===== config.mk =====
export PLATFORM = sky130hd
export DESIGN_NAME = calc_sequencer
export DESIGN_NICKNAME = d
export VERILOG_FILES = /design/src/rtl/calc_sequencer.sv
export SDC_FILE = /design/constraint.sdc
export NUM_CORES = 1
export LEC_CHECK = 0
export CAP_MARGIN = 40
export CORE_ASPECT_RATIO = 1.2
export CORE_MARGIN = 5
export CORE_UTILIZATION = 50
export CTS_BUF_LIST = sky130_fd_sc_hd__clkbuf_8
export DETAILED_ROUTE_END_ITERATION = 7
export GPL_TIMING_DRIVEN = 0
export PLACE_DENSITY = 0.63
export SYNTH_ARGS = -nofsm -noshare
export SYNTH_HDL_FRONTEND = slang
export SYNTH_SLANG_ARGS = --single-unit

===== constraint.sdc =====
create_clock -name clk -period 6.9 [get_ports clk]
set_input_delay 1.38 -clock clk [delete_from_list [all_inputs] [get_ports clk]]
set_output_delay 1.38 -clock clk [all_outputs]
set_load 0.05 [all_outputs]

===== src/rtl/calc_sequencer.sv =====
`default_nettype none
// ============================================================================
// Module   : calc_sequencer
// Purpose  : Key-driven hex calculator core: operand entry, operator latch,
//            single-cycle execute and result hold for the display path.
// Revision : 1.0 - initial release
// ============================================================================
module calc_sequencer #(
  parameter int WIDTH = 16
) (
  input  logic             clk,
  input  logic             rst,
  input  logic             key_valid,
  input  logic [4:0]       key_val,
  output logic [WIDTH-1:0] display,
  output logic [1:0]       state,
  output logic [2:0]       op,
  output logic             result_valid,
  output logic             overflow
);

  localparam int NDIG = WIDTH / 4;
  localparam int DW   = $clog2(NDIG + 1);
  localparam logic [DW-1:0] MAX_DIG = DW'(NDIG);

  typedef enum logic [1:0] {
    S_ENTER_A = 2'b00,
    S_ENTER_B = 2'b01,
    S_RESULT  = 2'b10
  } state_e;

  localparam logic [2:0] OP_NONE = 3'd0;
  localparam logic [2:0] OP_ADD  = 3'd1;
  localparam logic [2:0] OP_SUB  = 3'd2;
  localparam logic [2:0] OP_MUL  = 3'd3;
  localparam logic [2:0] OP_AND  = 3'd4;
  localparam logic [2:0] OP_OR   = 3'd5;

  localparam logic [4:0] K_ADD = 5'h10;
  localparam logic [4:0] K_MUL = 5'h11;
  localparam logic [4:0] K_AND = 5'h12;
  localparam logic [4:0] K_EXE = 5'h13;
  localparam logic [4:0] K_SUB = 5'h14;
  localparam logic [4:0] K_OR  = 5'h15;
  localparam logic [4:0] K_CE  = 5'h16;
  localparam logic [4:0] K_CLR = 5'h17;

  state_e          state_q, state_d;
  logic [WIDTH-1:0] a_q, a_d, b_q, b_d, res_q, res_d;
  logic [2:0]       op_q, op_d;
  logic [DW-1:0]    digits_q, digits_d;
  logic             rv_q, rv_d, ovf_q, ovf_d;

  logic [2:0]         w_key_op;
  logic               w_is_digit, w_is_op, w_room;
  logic [WIDTH-1:0]   w_digit_ext;
  logic [WIDTH:0]     w_sum, w_diff;
  logic [2*WIDTH-1:0] w_prod;
  logic [WIDTH-1:0]   w_exe_res;
  logic               w_exe_ovf;

  always_comb begin
    w_key_op = OP_NONE;
    case (key_val)
      K_ADD:   w_key_op = OP_ADD;
      K_SUB:   w_key_op = OP_SUB;
      K_MUL:   w_key_op = OP_MUL;
      K_AND:   w_key_op = OP_AND;
      K_OR:    w_key_op = OP_OR;
      default: w_key_op = OP_NONE;
    endcase
  end

  assign w_is_digit  = ~key_val[4];
  assign w_is_op     = (w_key_op != OP_NONE);
  assign w_room      = (digits_q < MAX_DIG);
  assign w_digit_ext = WIDTH'(key_val[3:0]);

  // Extra top bit carries the add carry-out / subtract borrow.
  assign w_sum  = {1'b0, a_q} + {1'b0, b_q};
  assign w_diff = {1'b0, a_q} - {1'b0, b_q};
  assign w_prod = {{WIDTH{1'b0}}, a_q} * {{WIDTH{1'b0}}, b_q};

  always_comb begin
    w_exe_res = '0;
    w_exe_ovf = 1'b0;
    case (op_q)
      OP_ADD: begin w_exe_res = w_sum[WIDTH-1:0];  w_exe_ovf = w_sum[WIDTH];  end
      OP_SUB: begin w_exe_res = w_diff[WIDTH-1:0]; w_exe_ovf = w_diff[WIDTH]; end
      OP_MUL: begin w_exe_res = w_prod[WIDTH-1:0]; w_exe_ovf = |w_prod[2*WIDTH-1:WIDTH]; end
      OP_AND: w_exe_res = a_q & b_q;
      OP_OR:  w_exe_res = a_q | b_q;
      default: w_exe_res = '0;
    endcase
  end

  always_comb begin
    state_d  = state_q;
    a_d      = a_q;
    b_d      = b_q;
    res_d    = res_q;
    op_d     = op_q;
    digits_d = digits_q;
    ovf_d    = ovf_q;
    rv_d     = 1'b0;
    if (key_valid) begin
      if (key_val == K_CLR) begin
        state_d  = S_ENTER_A;
        a_d      = '0;
        b_d      = '0;
        res_d    = '0;
        op_d     = OP_NONE;
        digits_d = '0;
        ovf_d    = 1'b0;
      end else begin
        case (state_q)
          S_ENTER_A: begin
            if (w_is_digit) begin
              if (w_room) begin
                a_d      = (a_q << 4) | w_digit_ext;
                digits_d = digits_q + DW'(1);
              end
            end else if (w_is_op) begin
              op_d     = w_key_op;
              b_d      = '0;
              digits_d = '0;
              state_d  = S_ENTER_B;
            end else if (key_val == K_CE) begin
              a_d      = '0;
              digits_d = '0;
            end
          end
          S_ENTER_B: begin
            if (w_is_digit) begin
              if (w_room) begin
                b_d      = (b_q << 4) | w_digit_ext;
                digits_d = digits_q + DW'(1);
              end
            end else if (w_is_op) begin
              // Operator may only be swapped before any B digit is typed.
              if (digits_q == '0) op_d = w_key_op;
            end else if (key_val == K_EXE) begin
              res_d   = w_exe_res;
              ovf_d   = w_exe_ovf;
              rv_d    = 1'b1;
              state_d = S_RESULT;
            end else if (key_val == K_CE) begin
              b_d      = '0;
              digits_d = '0;
            end
          end
          S_RESULT: begin
            if (w_is_digit) begin
              a_d      = w_digit_ext;
              digits_d = DW'(1);
              state_d  = S_ENTER_A;
            end else if (w_is_op) begin
              a_d      = res_q;
              op_d     = w_key_op;
              b_d      = '0;
              digits_d = '0;
              state_d  = S_ENTER_B;
            end else if (key_val == K_CE) begin
              state_d  = S_ENTER_A;
              a_d      = '0;
              b_d      = '0;
              res_d    = '0;
              op_d     = OP_NONE;
              digits_d = '0;
              ovf_d    = 1'b0;
            end
          end
          default: state_d = S_ENTER_A;
        endcase
      end
    end
  end

  always_ff @(posedge clk) begin
    if (rst) begin
      state_q  <= S_ENTER_A;
      a_q      <= '0;
      b_q      <= '0;
      res_q    <= '0;
      op_q     <= OP_NONE;
      digits_q <= '0;
      rv_q     <= 1'b0;
      ovf_q    <= 1'b0;
    end else begin
      state_q  <= state_d;
      a_q      <= a_d;
      b_q      <= b_d;
      res_q    <= res_d;
      op_q     <= op_d;
      digits_q <= digits_d;
      rv_q     <= rv_d;
      ovf_q    <= ovf_d;
    end
  end

  always_comb begin
    display = a_q;
    case (state_q)
      S_ENTER_B: display = (digits_q != '0) ? b_q : a_q;
      S_RESULT:  display = res_q;
      default:   display = a_q;
    endcase
  end

  assign state        = state_q;
  assign op           = op_q;
  assign result_valid = rv_q;
  assign overflow     = ovf_q;

endmodule
`default_nettype wire

=== Yosys cells after proc, flatten, opt, wreduce, memory -nomap -nowiden ===
Cells that the tools add are included.

* Register bits after elaboration: 58
* Input bits: 8
* Output and inout port bits: 23
* Logic and storage cells: 138

* Add/sub/neg operators: 3
* Multipliers: 1
* Magnitude comparators: 1
* Equality and inequality tests: 32
* Mux-type cells: 71
* Bitwise logic cells: 7
* Reductions and logical operators: 15

{| class="wikitable"
|+ Operators by type and width
! operator !! count
|-
| $mux W16 || 25
|-
| $pmux W16 S2 || 3
|-
| $pmux W16 S5 || 1
|-
| $mux W3 || 18
|-
| $pmux W16 S3 || 1
|-
| $eq A5 B5 Y1 const B || 8
|-
| $mul A16 B16 Y32 || 1
|-
| $or A16 B4 Y16 || 2
|-
| $ne A3 B3 Y1 const B || 10
|-
| $ne A4 B4 Y1 const B || 6
|-
| $mux W2 || 9
|-
| $pmux W3 S3 || 2
|-
| $add A16 B16 Y17 || 1
|-
| $sub A16 B16 Y17 || 1
|-
| $and A16 B16 Y16 || 1
|-
| $or A16 B16 Y16 || 1
|-
| $reduce_and A8 Y1 || 2
|-
| $reduce_or A16 Y1 || 1
|-
| $pmux W3 S5 || 1
|-
| $reduce_bool A3 Y1 || 4
|-
| $reduce_and A9 Y1 || 1
|-
| $mux W1 || 8
|-
| $reduce_and A4 Y1 || 2
|-
| $reduce_and A7 Y1 || 1
|-
| 16 further kinds || 20
|}

=== Logic depth before layout (Yosys ltp) ===
* Depth after elaboration: 8
* Mapped depth: 26
* Gate-level depth less buffers: 24

=== Least setup slack after synthesis ===
Ideal clock, no wire load.

* Path type: reg-to-reg
* From: reg b_q[4]
* To: reg ovf_q (netlist: overflow)
* Library setup time: 0.074 ns
* Arrival time: 6.135 ns
* Data required time: 6.826 ns
* Setup slack: 0.690 ns
* Stages on the path, launching flop included: 25
* Buffers on the path: 2
* Clock period less this slack: 6.210 ns
* Cells stage by stage: dfxtp_1 clkbuf_1 inv_1 clkbuf_1 nor2_1 fa_1 inv_1 fa_1 inv_1 fa_1 fa_1 fa_1 inv_1 fa_1 inv_1 ha_1 a21o_1 a221oi_2 o221ai_1 and2_1 o41a_1 o2111a_1 o221ai_1 nor4_1 a31oi_1

* Word-level cells in the longest chain between the ends: 8
* Elaborated cells on any way between the ends: 10
* Classes of those cells: add/sub: 2; mul: 1; mux: 6; reduce/logical: 1

{| class="wikitable"
|+ RTL lines
! item !! line !! RTL
|-
| from (decl) || 49 || <nowiki>logic [WIDTH-1:0] a_q, a_d, b_q, b_d, res_q, res_d;</nowiki>
|-
| from (signal assigned) || 183 || <nowiki>b_q <= '0;</nowiki>
|-
| from (signal assigned) || 192 || <nowiki>b_q <= b_d;</nowiki>
|-
| $mul A16 B16 Y32 || 82 || <nowiki>assign w_prod = {{WIDTH{1'b0}}, a_q} * {{WIDTH{1'b0}}, b_q};</nowiki>
|-
| $reduce_or A16 Y1 || 90 || <nowiki>OP_MUL: begin w_exe_res = w_prod[WIDTH-1:0]; w_exe_ovf = |w_prod[2*WIDTH-1:WIDTH]; end</nowiki>
|-
| $pmux W1 S3 (*) || 87 || <nowiki>case (op_q)</nowiki>
|-
| $mux W1 (*) || 142 || <nowiki>end else if (key_val == K_EXE) begin</nowiki>
|-
| $mux W1 (*) || 139 || <nowiki>end else if (w_is_op) begin</nowiki>
|-
| $mux W1 (*) || 134 || <nowiki>if (w_is_digit) begin</nowiki>
|-
| $pmux W1 S2 (*) || 116 || <nowiki>case (state_q)</nowiki>
|-
| $mux W1 (*) || 107 || <nowiki>if (key_val == K_CLR) begin</nowiki>
|-
| to (signal assigned) || 197 || <nowiki>ovf_q <= ovf_d;</nowiki>
|-
| to (decl) || 52 || <nowiki>logic rv_q, rv_d, ovf_q, ovf_d;</nowiki>
|}

Mark *: on every way between the ends. The rest lies on a longest branch, timed or not. The select of a mux whose other input is x is not followed.
A chain may end at the register's enable or synchronous reset.

=== Worst setup path in the final report ===
* From: reg a_q[3]
* To: reg ovf_q (netlist: overflow)

* Word-level cells in the longest chain between the ends: 8
* Elaborated cells on any way between the ends: 10
* Classes of those cells: add/sub: 2; mul: 1; mux: 6; reduce/logical: 1

{| class="wikitable"
|+ RTL lines
! item !! line !! RTL
|-
| from (decl) || 49 ||
|-
| from (signal assigned) || 182 || <nowiki>a_q <= '0;</nowiki>
|-
| from (signal assigned) || 191 || <nowiki>a_q <= a_d;</nowiki>
|-
| $mul A16 B16 Y32 || 82 ||
|-
| $reduce_or A16 Y1 || 90 ||
|-
| $pmux W1 S3 (*) || 87 ||
|-
| $mux W1 (*) || 142 ||
|-
| $mux W1 (*) || 139 ||
|-
| $mux W1 (*) || 134 ||
|-
| $pmux W1 S2 (*) || 116 ||
|-
| $mux W1 (*) || 107 ||
|}

Marks and branches as above.

==> flow_summary.ini <==
[status]
status = completed

[hold_path]
min_delay_path_depth = 2
hold_start = res_q[6]
min_path_type = reg2reg
hold_end = res_q[6]

[die]
rows = 66
die_h_um = 191.5
die_w_um = 161.2
core_area_um2 = 27090
io_pins = 31
start_util_pct = 50.67
die_area_um2 = 30880

[detailed_routing]
wl_per_cell_um = 22.79
vias_per_cell = 6.113
drt_pre_antenna_iters = 5
via_count = 13140
routed_wl_mm = 48.98
drc_errors = 0
ant_nets = 0
drt_iter0_markers = 1090

[synthesis]
yosysSeqAreaShare_pct = 8.460
synth_top_area_share_pct = 28.59
synth-seq-cells = 58
avgSynthCellArea_um2 = 7.888
syn_area_um2 = 13720
ys.flop_type = dfxtp_1
synthCells = 1740
synth_edf_count = 0
syn-num-nets = 2103
async_flop_share_pct = 0
yosysMostFrequentCell = inv_1
yosys-top-cells-area = fa_1, ha_1, dfxtp_1, inv_1, nor2_1
synth_commonest_cells = inv_1, nor2_1, nand2_1
yosysTopAreaCell = fa_1
yosys_warnings = 0
yosysUniqueCellTypes = 80

[final_layout]
final_cells = 2149
area_growth_pct = 10.62
fin_area_um2 = 15180
ff_latch_area_um2 = 1177
nets = 2167
n_antenna_cell = 0
final_util_pct = 56.05
drive_gt1_share_pct = 8.513
fillers = 2672
multi_input_area_um2 = 11240

[power]
power_density_nw_per_um2 = 62.91
fin_total_pwr_mw = 0.9551
leakage_nw = 6.260
ir_worst_vdd_mv = 0.09780

[critical_path]
r2r-end = overflow
worst_ep_arrival_time_ns = 6.95
end_kind = register
r2r_slack_ns = 0.17
rr_worst_depth = 25
critical_path.startpoint_type = register
worstSetupPathType = reg2reg
critPathMaxFanout = 9
worstReg2RegStart = a_q[3]
worstPathRequired_ns = 7.12

[clocking]
clockBufferDepth = 2
h-tree-depth = 3
cts_hold_buf = 0
cts_buffers = 9
root_buffer = clkbuf_8
clk_pin_slew_ns = 0.08
insertion_delay_ns = 0.37
cts.sinks = 58
cts_tree = built

[grt]
track_usage_pct = 31.71
grt_pass1_wl_mm = 75.18
grt_max_degree = 15
grt-ovfl-total = 0
grt_antenna_before_repair = 1
grt_pass1_vias = 13210

[flow_run]
maxCapViolations = 0

[sta]
worst_pin_slew_ns = 0.9579
slew_viol_final = 0
min_period_ns = 6.729
fin_skew_ns = 0.01253
setup_viol = 0
hold_viol = 0
post-route-period-util_pct = 97.52
timing.fmax_mhz = 148.6
whs_ns = 0.4652
maxSlewHeadroom_pct = 35.33

[placed_design]
post-place-cells = 2109
io_buffers = 28
placed_area_um2 = 14440
globalplace.congestion = 0.9996
dp_hpwl_mm = 38.56
==> worst max path at each step <==
stage	slack [ns]	start	endpoint	cells after the start
finish	0.17	a_q[3]	overflow	25
global route	-0.05	a_q[11]	overflow	22
CTS	0.003	b_q[14]	overflow	23
detailed placement	-0.97	a_q[10]	overflow	23
global placement	-0.98	a_q[10]	overflow	23
floorplan	0.69	b_q[4]	overflow	24
==> layer usage <==
layer / wire [um] / up-vias / share of wire, % / global-route usage [%]
met2: 23600 / 608 / 48 / 55.07
met3: 3590 / 185 / 7.3 / 4.831
met5: 0 / - / 0 / 0
met4: 3443 / 0 / 7.0 / 17.56
li1: - / 5882 / - / -
met1: 18350 / 6461 / 37 / 37.67
==> logic make-up (layout without fill, tap and decap cells) <==
family	count (synthesis)	in the layout	synth area share [%]
AND/OR/NAND/NOR	532	532	16.32
buffers and inverters	378	447	10.47
AO/OA/AOI/OAI	376	376	18.94
adder cells (fa/ha/maj)	355	355	43.09
flip-flops	58	58	8.460
XOR/XNOR	29	29	1.851
multiplexers	12	12	0.8752
==> cell type report <==
type	count	area share [%]
Clock inverter	7	0.6758
Sequential cell	58	7.755
Tap cell	340	2.802
Inverter	281	7.310
Timing Repair inverter	1	0.03297
Clock buffer	9	0.8159
Buffer	90	3.181
Timing Repair Buffer	59	3.362
Multi-Input combinational cell	1304	74.06
==> power by group <==
part	internal, mW	switching, mW
sequential	0.339	0.0103
combinational	0.0748	0.159
clock	0.206	0.166
total	0.620	0.335
==> stage by stage <==
| stage | setup slack, ns | TNS, ns |
|---|---|---|
| 3_5_place_dp | -0.9716 | -1.643 |
| 3_3_place_gp | -0.9787 | -1.444 |
| 2_1_floorplan | 0.6904 | 0 |
| 5_1_grt | -0.04572 | -0.04572 |
| 4_1_cts | 0.003257 | 0 |
| 6_report | 0.1710 | 0 |
==> what timing repair did <==
item / 4_1_cts / 5_1_grt
gates cloned: 0 / 1
gates resized for setup: 72 / 60
endpoints found under the hold margin: 0 / 0
setup buffers: 15 / 15
endpoints found under the setup margin: 5 / 1
pin swaps: 2 / 4
==> sequential cells by signal, indices dropped and copies added, names as in the netlist <==
signal / count
digits_q: 3
b_q: 16
overflow: 1
res_q: 16
state: 2
result_valid: 1
op: 3
a_q: 16
==> worst max-delay path, cell delays in order, from the launching register on <==
cell and delay, ns:
dfxtp_1 0.38, buf_4 0.25, clkinvlp_4 0.18, buf_4 0.21, buf_4 0.15, nor2_1 0.13
fa_1 0.42, inv_1 0.09, fa_1 0.42, inv_1 0.07, ha_1 0.23, ha_1 0.29
inv_1 0.05, fa_1 0.48, inv_1 0.05, fa_1 0.46, ha_1 0.35, and2_4 0.16
or4_4 0.43, o21a_4 0.24, o311ai_4 0.36, o21ai_2 0.17, a2111o_1 0.38, and3_1 0.23
a211oi_2 0.22, a31oi_2 0.16
==> cell usage in the layout, fill, tap and decap left out, types with 8 or more instances in the layout <==
| cell type | count |
|---|---|
| nand2_1 | 210 |
| fa_1 | 196 |
| nand2b_1 | 10 |
| clkbuf_8 | 13 |
| inv_1 | 257 |
| o21ai_1 | 11 |
| nor3_1 | 16 |
| dfxtp_1 | 49 |
| a21oi_1 | 77 |
| ha_1 | 156 |
| xnor2_1 | 16 |
| a22oi_1 | 44 |
| clkdlybuf4s50_1 | 28 |
| xor2_1 | 13 |
| a311oi_1 | 9 |
| a222oi_1 | 8 |
| a31oi_1 | 8 |
| o21ai_0 | 52 |
| clkinv_2 | 8 |
| clkinvlp_4 | 13 |
| clkbuf_2 | 11 |
| buf_4 | 37 |
| mux2i_1 | 12 |
| clkbuf_4 | 9 |
| o21a_1 | 8 |
| nor2_1 | 225 |
| nand3_1 | 12 |
| clkbuf_1 | 42 |
| o22ai_1 | 16 |
| o31ai_1 | 15 |
| a211oi_1 | 25 |
| o221ai_1 | 11 |
| a21o_1 | 20 |
| buf_2 | 11 |
No activity file was read; power rests on OpenSTA's default activity.
